===== config.mk =====
export PLATFORM = sky130hd
export DESIGN_NAME = vga_timing_gen_flat
export DESIGN_NICKNAME = d
export VERILOG_FILES = /design/src/rtl/vga_timing_gen_if.sv /design/src/rtl/vga_timing_gen.sv /design/src/flat_wrapper.sv
export SDC_FILE = /design/constraint.sdc
export NUM_CORES = 1
export LEC_CHECK = 0
export BUFFER_PORTS_ARGS = -buffer_cell sky130_fd_sc_hd__buf_2
export CORE_MARGIN = 2
export CORE_UTILIZATION = 40
export CTS_BUF_LIST = sky130_fd_sc_hd__clkbuf_8
export DETAILED_ROUTE_END_ITERATION = 6
export PLACE_DENSITY_LB_ADDON = 0.12
export SETUP_SLACK_MARGIN = 0.4
export SYNTH_ARGS = -nofsm -noshare
export SYNTH_HDL_FRONTEND = slang
export SYNTH_SLANG_ARGS = --single-unit

===== constraint.sdc =====
create_clock -name clk -period 4.09 [get_ports clk]
set_input_delay 0.2045 -clock clk [delete_from_list [all_inputs] [get_ports clk]]
set_output_delay 0.2045 -clock clk [all_outputs]
set_load 0.01 [all_outputs]

===== src/rtl/vga_timing_gen_if.sv =====
// Raster-side and video-side signal bundle of vga_timing_gen.
// The generator uses the master view; the pixel store / DAC side uses the slave view.
interface vga_timing_gen_if #(
  parameter int XW = 10,
  parameter int YW = 10,
  parameter int CW = 4
);
  logic          en;
  logic [XW-1:0] x;
  logic [YW-1:0] y;
  logic          active;
  logic          line_start;
  logic          frame_start;
  logic [CW-1:0] r_in;
  logic [CW-1:0] g_in;
  logic [CW-1:0] b_in;
  logic          hsync;
  logic          vsync;
  logic          blank_b;
  logic [CW-1:0] r_out;
  logic [CW-1:0] g_out;
  logic [CW-1:0] b_out;

  modport master (
    input  en, r_in, g_in, b_in,
    output x, y, active, line_start, frame_start,
    output hsync, vsync, blank_b, r_out, g_out, b_out
  );

  modport slave (
    output en, r_in, g_in, b_in,
    input  x, y, active, line_start, frame_start,
    input  hsync, vsync, blank_b, r_out, g_out, b_out
  );
endinterface


===== src/rtl/vga_timing_gen.sv =====
// Parametrised VGA raster counter with a sync/blank delay line that lines the
// syncs up with colour returned PIPE_DLY pixel-enables after its coordinate.
module vga_timing_gen #(
  parameter int H_ACTIVE  = 640,
  parameter int H_FP      = 16,
  parameter int H_SYNC    = 96,
  parameter int H_BP      = 48,
  parameter int V_ACTIVE  = 480,
  parameter int V_FP      = 10,
  parameter int V_SYNC    = 2,
  parameter int V_BP      = 33,
  parameter bit HSYNC_POL = 1'b0,
  parameter bit VSYNC_POL = 1'b0,
  parameter int PIPE_DLY  = 2,
  parameter int CW        = 4
) (
  input  logic             clk,
  input  logic             reset_n,
  vga_timing_gen_if.master vif
);

  localparam int H_TOTAL      = H_ACTIVE + H_FP + H_SYNC + H_BP;
  localparam int V_TOTAL      = V_ACTIVE + V_FP + V_SYNC + V_BP;
  localparam int XW           = $clog2(H_TOTAL);
  localparam int YW           = $clog2(V_TOTAL);
  localparam int H_SYNC_START = H_ACTIVE + H_FP;
  localparam int H_SYNC_END   = H_SYNC_START + H_SYNC;
  localparam int V_SYNC_START = V_ACTIVE + V_FP;
  localparam int V_SYNC_END   = V_SYNC_START + V_SYNC;

  // Delay-line bit layout: [2] hsync, [1] vsync, [0] blank_b.
  localparam logic [2:0] PIPE_RST = {~HSYNC_POL, ~VSYNC_POL, 1'b0};

  if (H_ACTIVE == 0 || H_FP == 0 || H_SYNC == 0 || H_BP == 0 ||
      V_ACTIVE == 0 || V_FP == 0 || V_SYNC == 0 || V_BP == 0 ||
      PIPE_DLY < 0) begin : g_bad_params
    $error("vga_timing_gen: every H_*/V_* term must be non-zero and PIPE_DLY >= 0");
  end

  logic [XW-1:0] x_q, x_d;
  logic [YW-1:0] y_q, y_d;
  logic          hs_raw;
  logic          vs_raw;
  logic          active_raw;
  logic [2:0]    pipe_in;
  logic [2:0]    pipe_q [PIPE_DLY+1];
  logic [2:0]    pipe_d [PIPE_DLY+1];
  logic [CW-1:0] r_q, r_d;
  logic [CW-1:0] g_q, g_d;
  logic [CW-1:0] b_q, b_d;

  always_comb begin
    x_d = x_q;
    y_d = y_q;
    if (vif.en) begin
      if (x_q == XW'(H_TOTAL - 1)) begin
        x_d = '0;
        y_d = (y_q == YW'(V_TOTAL - 1)) ? '0 : y_q + YW'(1);
      end else begin
        x_d = x_q + XW'(1);
      end
    end
  end

  always_comb begin
    hs_raw     = (x_q >= XW'(H_SYNC_START) && x_q < XW'(H_SYNC_END)) ? HSYNC_POL : ~HSYNC_POL;
    vs_raw     = (y_q >= YW'(V_SYNC_START) && y_q < YW'(V_SYNC_END)) ? VSYNC_POL : ~VSYNC_POL;
    active_raw = (x_q < XW'(H_ACTIVE)) && (y_q < YW'(V_ACTIVE));
    pipe_in    = {hs_raw, vs_raw, active_raw};
  end

  always_comb begin
    pipe_d[0] = vif.en ? pipe_in : pipe_q[0];
    for (int i = 1; i <= PIPE_DLY; i++) begin
      pipe_d[i] = vif.en ? pipe_q[i-1] : pipe_q[i];
    end
  end

  // Gate with the blank bit entering the last stage, so colour and its syncs
  // reach the ports on the same edge.
  always_comb begin
    r_d = r_q;
    g_d = g_q;
    b_d = b_q;
    if (vif.en) begin
      r_d = pipe_d[PIPE_DLY][0] ? vif.r_in : '0;
      g_d = pipe_d[PIPE_DLY][0] ? vif.g_in : '0;
      b_d = pipe_d[PIPE_DLY][0] ? vif.b_in : '0;
    end
  end

  always_ff @(posedge clk or negedge reset_n) begin
    if (!reset_n) begin
      x_q <= '0;
      y_q <= '0;
      for (int i = 0; i <= PIPE_DLY; i++) begin
        pipe_q[i] <= PIPE_RST;
      end
      r_q <= '0;
      g_q <= '0;
      b_q <= '0;
    end else begin
      x_q <= x_d;
      y_q <= y_d;
      for (int i = 0; i <= PIPE_DLY; i++) begin
        pipe_q[i] <= pipe_d[i];
      end
      r_q <= r_d;
      g_q <= g_d;
      b_q <= b_d;
    end
  end

  assign vif.x           = x_q;
  assign vif.y           = y_q;
  assign vif.active      = active_raw;
  assign vif.line_start  = vif.en && (x_q == '0);
  assign vif.frame_start = vif.en && (x_q == '0) && (y_q == '0);
  assign vif.hsync       = pipe_q[PIPE_DLY][2];
  assign vif.vsync       = pipe_q[PIPE_DLY][1];
  assign vif.blank_b     = pipe_q[PIPE_DLY][0];
  assign vif.r_out       = r_q;
  assign vif.g_out       = g_q;
  assign vif.b_out       = b_q;

endmodule

===== src/flat_wrapper.sv =====
// flat-port wrapper written by rule: the top's interface ports become plain ports
module vga_timing_gen_flat 
#(
  parameter int H_ACTIVE  = 640,
  parameter int H_FP      = 16,
  parameter int H_SYNC    = 96,
  parameter int H_BP      = 48,
  parameter int V_ACTIVE  = 480,
  parameter int V_FP      = 10,
  parameter int V_SYNC    = 2,
  parameter int V_BP      = 33,
  parameter bit HSYNC_POL = 1'b0,
  parameter bit VSYNC_POL = 1'b0,
  parameter int PIPE_DLY  = 2,
  parameter int CW        = 4
)
  (clk, reset_n, vif_en, vif_r_in, vif_g_in, vif_b_in, vif_x, vif_y, vif_active, vif_line_start, vif_frame_start, vif_hsync, vif_vsync, vif_blank_b, vif_r_out, vif_g_out, vif_b_out);
  vga_timing_gen_if #(.CW(CW)) vif_i ();
  input  logic clk;
  input  logic reset_n;
  input wire logic [$bits(vif_i.en)-1:0] vif_en;
  input wire logic [$bits(vif_i.r_in)-1:0] vif_r_in;
  input wire logic [$bits(vif_i.g_in)-1:0] vif_g_in;
  input wire logic [$bits(vif_i.b_in)-1:0] vif_b_in;
  output wire logic [$bits(vif_i.x)-1:0] vif_x;
  output wire logic [$bits(vif_i.y)-1:0] vif_y;
  output wire logic [$bits(vif_i.active)-1:0] vif_active;
  output wire logic [$bits(vif_i.line_start)-1:0] vif_line_start;
  output wire logic [$bits(vif_i.frame_start)-1:0] vif_frame_start;
  output wire logic [$bits(vif_i.hsync)-1:0] vif_hsync;
  output wire logic [$bits(vif_i.vsync)-1:0] vif_vsync;
  output wire logic [$bits(vif_i.blank_b)-1:0] vif_blank_b;
  output wire logic [$bits(vif_i.r_out)-1:0] vif_r_out;
  output wire logic [$bits(vif_i.g_out)-1:0] vif_g_out;
  output wire logic [$bits(vif_i.b_out)-1:0] vif_b_out;
  assign vif_i.en = vif_en;
  assign vif_i.r_in = vif_r_in;
  assign vif_i.g_in = vif_g_in;
  assign vif_i.b_in = vif_b_in;
  assign vif_x = vif_i.x;
  assign vif_y = vif_i.y;
  assign vif_active = vif_i.active;
  assign vif_line_start = vif_i.line_start;
  assign vif_frame_start = vif_i.frame_start;
  assign vif_hsync = vif_i.hsync;
  assign vif_vsync = vif_i.vsync;
  assign vif_blank_b = vif_i.blank_b;
  assign vif_r_out = vif_i.r_out;
  assign vif_g_out = vif_i.g_out;
  assign vif_b_out = vif_i.b_out;
  vga_timing_gen #(.H_ACTIVE(H_ACTIVE), .H_FP(H_FP), .H_SYNC(H_SYNC), .H_BP(H_BP), .V_ACTIVE(V_ACTIVE), .V_FP(V_FP), .V_SYNC(V_SYNC), .V_BP(V_BP), .HSYNC_POL(HSYNC_POL), .VSYNC_POL(VSYNC_POL), .PIPE_DLY(PIPE_DLY), .CW(CW)) u_core (.clk(clk), .reset_n(reset_n), .vif(vif_i));
endmodule

* After elaboration in Yosys (flattened, before gate mapping)
Index checks and enable logic that the tools add are counted.
W data, S select, Z words.
** Storage, ports and cells
- Output and inout port bits :: 38
- Bits of input ports :: 15
- Logic and storage cells :: 35
- Register bits after elaboration :: 41
** Cells by class
- Magnitude comparators :: 6
- Equality and inequality tests :: 2
- Add/sub/neg operators :: 2
- Muxes and demuxes :: 8
- Reductions and logical operators :: 8
** Operators with widths (count)
- $add A10 B1 Y10 const B :: 2
- $eq A10 B10 Y1 const B :: 2
- $logic_not A10 Y1 :: 2
- $lt A10 B10 Y1 const B :: 2
- $lt A10 B9 Y1 const B :: 2
- $mux W10 :: 2
- $mux W4 :: 3
- $ge A10 B10 Y1 const B :: 1
- $ge A10 B9 Y1 const B :: 1
- $logic_and A1 B1 Y1 :: 5
- $mux W1 :: 3
- $reduce_and A2 Y1 :: 1

* Logic depth before layout (Yosys ltp)
- Depth in word-level cells :: 3
- Mapped depth :: 6

* Worst setup path before layout
Ideal clock, no wire load.
- Kind :: register to output
- Start :: reg u_core.x_q[0], in the netlist u_core.vif.x[0]
- End :: out vif_frame_start
- Stages on the path, launching flop included :: 7
- Path buffers :: 0
- Required time :: 3.885 ns
- Setup slack :: 2.115 ns
- Data arrival time :: 1.771 ns
- Cells stage by stage :: dfrtp_1 > inv_1 > ha_1 > nor4b_1 > nand3_1 > nor3_1 > nor4bb_1
** On the way
- Word-level cells in the longest chain between the ends :: 3
** RTL lines
- start: declaration :: line vga_timing_gen.sv:40 : logic [XW-1:0] x_q, x_d;
- start signal: assignment :: line vga_timing_gen.sv:94 : x_q <= '0;
- start signal: assignment :: line vga_timing_gen.sv:103 : x_q <= x_d;
- $logic_not A10 Y1
- $logic_and A1 B1 Y1
- net vif_line_start :: line flat_wrapper.sv:28 : output wire logic [$bits(vif_i.line_start)-1:0] vif_line_start;
- $logic_and A1 B1 Y1 :: line vga_timing_gen.sv:118 : assign vif.frame_start = vif.en && (x_q == '0) && (y_q == '0);
- end: declaration :: line flat_wrapper.sv:29 : output wire logic [$bits(vif_i.frame_start)-1:0] vif_frame_start;
The timed path passes the listed nets, and every way through them passes these cells.

* Final worst setup path
- Start :: reg u_core.x_q[0], in the netlist u_core.vif.x[0]
- End :: out vif_frame_start
** On the way
- Word-level cells in the longest chain between the ends :: 3
** RTL lines (line)
- $logic_not A10 Y1 :: vga_timing_gen.sv:118
- $logic_and A1 B1 Y1 (2 in series) :: vga_timing_gen.sv:118
No other way between the ends.

==> results.json <==
{
  "drive_gt1_share_pct": 30.0,
  "synth_nets": 216,
  "syn_to_final_growth_pct": 22.2,
  "worstPathArrival_ps": 2080,
  "die_w_um": 73.9,
  "ys_types": 37,
  "r2r_setup_slack_ps": 2110,
  "netlist.area_leader.share_pct": 44.8,
  "drv_cap": 0,
  "ios": 53,
  "cpPeakStageDelay_ps": 420,
  "diodes": 0,
  "die_h_um": 73.9,
  "synth_area_per_cell_um2": 9.96,
  "startpoint_type": "flip-flop",
  "crit_path_end_kind": "primary output",
  "yosys-top-cells-area": "dfrtp_1, dfstp_2, o21ai_0",
  "rows": 25,
  "cts_num_sinks": 41,
  "yosysWarnings": 0,
  "ys_seq_area_share_pct": 52.9,
  "r2r_cells": 5,
  "viasPerCell": 5.08,
  "cp_num_cells": 7,
  "leakagePower_nw": 1.13,
  "firstDrtPassIters": 4,
  "setup_viol": 0,
  "fp.coreArea_um2": 4720,
  "clock_path_buffers": 2,
  "cts-root-buf": "clkbuf_8",
  "cts_tree": "yes",
  "cts_made_buffers": 5,
  "relSlewSlack_pct": 37.8,
  "drc": 0,
  "dr_total_vias": 1609,
  "critical_path.startpoint": "u_core.vif.x[0]",
  "antenna_found_initial": 0,
  "nets": 269,
  "crit_end": "vif_frame_start",
  "numPortBuffers": 52,
  "cpMaxStageDelayCell": "dfrtp_1",
  "post-cts-setup-buffers": 0,
  "finalHoldViolations": 0,
  "tightestPinTransition_ps": 925,
  "clk_latency_ps": 300,
  "period_share_pct": 55.8,
  "initial_utilization_pct": 41.4,
  "htreeDepth": 2,
  "totalPowerFinal_uw": 986,
  "reg2reg_from": "u_core.vif.x[0]",
  "whs_ps": 24.5,
  "peakVddDrop_v": 0.000297,
  "min_period_ps": 2280,
  "cts-resized-gates": 0,
  "rsz0062_at_grt": "false",
  "grt.total_usage_pct": 15.9,
  "fp.dieArea_um2": 5460,
  "hold_path_class": "input port to asynchronous set/reset pin",
  "critical_path.top_delay_family": "simple AND/OR/NAND/NOR gates",
  "setup_tns_ps": 0,
  "place_congestion": 0.878,
  "r2r_end": "u_core.vif.y[9]",
  "syn_inst": 196,
  "path_cells": "inv_1 -> ha_1 -> nor4b_1 -> nand3_1 -> nor3_1 -> nor4bb_1 -> buf_2",
  "cts_hold_buf": 0,
  "drt_iter0_drc": 56,
  "async_flop_share_pct": 100,
  "hpwl_mm": 2.81,
  "finalClockSkew_ps": 10.6,
  "drv_slew": 0,
  "final_core_util_pct": 50.5,
  "wl_mm": 4.01,
  "wl_per_cell_um": 12.6,
  "synth.ff_latch_count": 41,
  "status": "complete, no violations",
  "synth-edff-count": 0,
  "overflow": 0,
  "syn_area_um2": 1950,
  "synth_top_cell_by_area": "dfrtp_1",
  "ant_nets": 0,
  "power_density_nw_per_um2": 413,
  "path_class": "flip-flop to primary output",
  "cp.required_ps": 3890,
  "fmax_mhz": 438,
  "path_clk_slew_ps": 80,
  "grt_pass1_wl_mm": 6.67,
  "cp_max_fo": 5,
  "crit_buf_inv": 2,
  "grt_pass1_vias": 1480,
  "grt_max_degree": 42,
  "synth_flop_cell": "dfrtp_1"
}
## layout make-up
type	instances	area, µm²
clock inverters	2	33.8
flip-flops and latches	41	1030
fillers	444	2340
well taps	67	83.8
inverters	20	75.1
repair buffers	52	260
clock buffers	6	82.6
multi-input cells	129	817
## cell usage in the layout, fill, tap and decap left out, types with 2 or more instances in the layout
| cell | synthesis | routed |
|---|---|---|
| nand3_1 | 16 | 16 |
| nor4b_1 | 2 | 2 |
| o21ai_0 | 20 | 20 |
| or3_2 | 2 | 2 |
| clkbuf_8 | 0 | 6 |
| dfrtp_1 | 35 | 35 |
| xnor2_1 | 5 | 5 |
| buf_2 | 0 | 52 |
| nand2b_1 | 2 | 2 |
| a21oi_1 | 4 | 4 |
| and3_1 | 3 | 3 |
| nor3_1 | 4 | 4 |
| dfstp_2 | 6 | 6 |
| o31ai_1 | 2 | 2 |
| ha_1 | 5 | 5 |
| nor2_1 | 8 | 8 |
| or4_1 | 3 | 3 |
| nor4_1 | 5 | 5 |
| inv_1 | 20 | 21 |
| xor2_1 | 3 | 3 |
| mux2_2 | 7 | 7 |
| nand4_1 | 3 | 3 |
| nand2_1 | 22 | 22 |
## power by group
| part | internal (mW) | switching [mW] |
|---|---|---|
| clock | 0.196 | 0.136 |
| combinational | 0.0711 | 0.0878 |
| sequential | 0.442 | 0.0529 |
| total | 0.710 | 0.277 |
## registers in the layout, indices dropped and copies added (netlist names)
signal	flops
u_core.vif.g_out	4
u_core.vif.r_out	4
u_core.vif.blank_b	1
u_core.vif.b_out	4
u_core.pipe_q	6
u_core.vif.y	10
u_core.vif.hsync	1
u_core.vif.vsync	1
u_core.vif.x	10
## through the flow
stage | area [µm²] | cells | worst slack, ps
after CTS | 2390 | 317 | 1750
after global placement | 2270 | 309 | 2010
final | 2390 | 317 | 1810
after floorplan | 1950 | 196 | 2110
after global routing | 2390 | 317 | 1530
after detailed placement | 2270 | 309 | 1980
## how the worst min path moves through the flow
stage / slack [ps] / end / cells after the start / start
6_report: 20 / u_core.vif.y[8] / 1 / reset_n
3_5_place_dp: 390 / u_core.vif.y[8] / 1 / reset_n
5_1_grt: 100 / u_core.vif.y[8] / 1 / reset_n
2_1_floorplan: -90 / u_core.pipe_q[3] / 0 / reset_n
3_3_place_gp: 390 / u_core.vif.y[8] / 1 / reset_n
4_1_cts: 60 / u_core.vif.y[8] / 1 / reset_n
## routing by layer
| metal | track usage (%) | up-vias | share of wire, % |
|---|---|---|---|
| met1 | 22.3 | 764 | 48 |
| li1 | - | 785 | - |
| met2 | 23.1 | 52 | 44 |
| met5 | 0 | - | 0 |
| met3 | 4.94 | 8 | 5.8 |
| met4 | 5.86 | 0 | 1.6 |
## cells by family after synthesis
family,count (synthesis),synth area share [%]
and+or+nand+nor,75,20.9
DFF,41,52.9
AOI/OAI and AO/OA,33,9.61
buffers and inverters,26,5.25
xor gates and xnor gates,8,3.59
muxes,8,4.55
adders and majority gates,5,3.20
## Yosys cell counts, types with 4 or more instances
master / instances
nor2_1: 8
clkbuf_1: 4
ha_1: 5
xnor2_1: 5
nand3_1: 16
mux2_2: 7
nor3_1: 4
o21ai_0: 20
a21oi_1: 4
nand2_1: 22
nor4_1: 5
dfrtp_1: 35
inv_1: 20
dfstp_2: 6
## worst reg2reg max path: cells and delay by family (launching register included)
family	cells	cell delay, ps
and+or+nand+nor	3	1150
DFF	1	410
adders and majority gates	1	230
AOI/OAI and AO/OA	1	130
(Power assumes the default switching activity.)
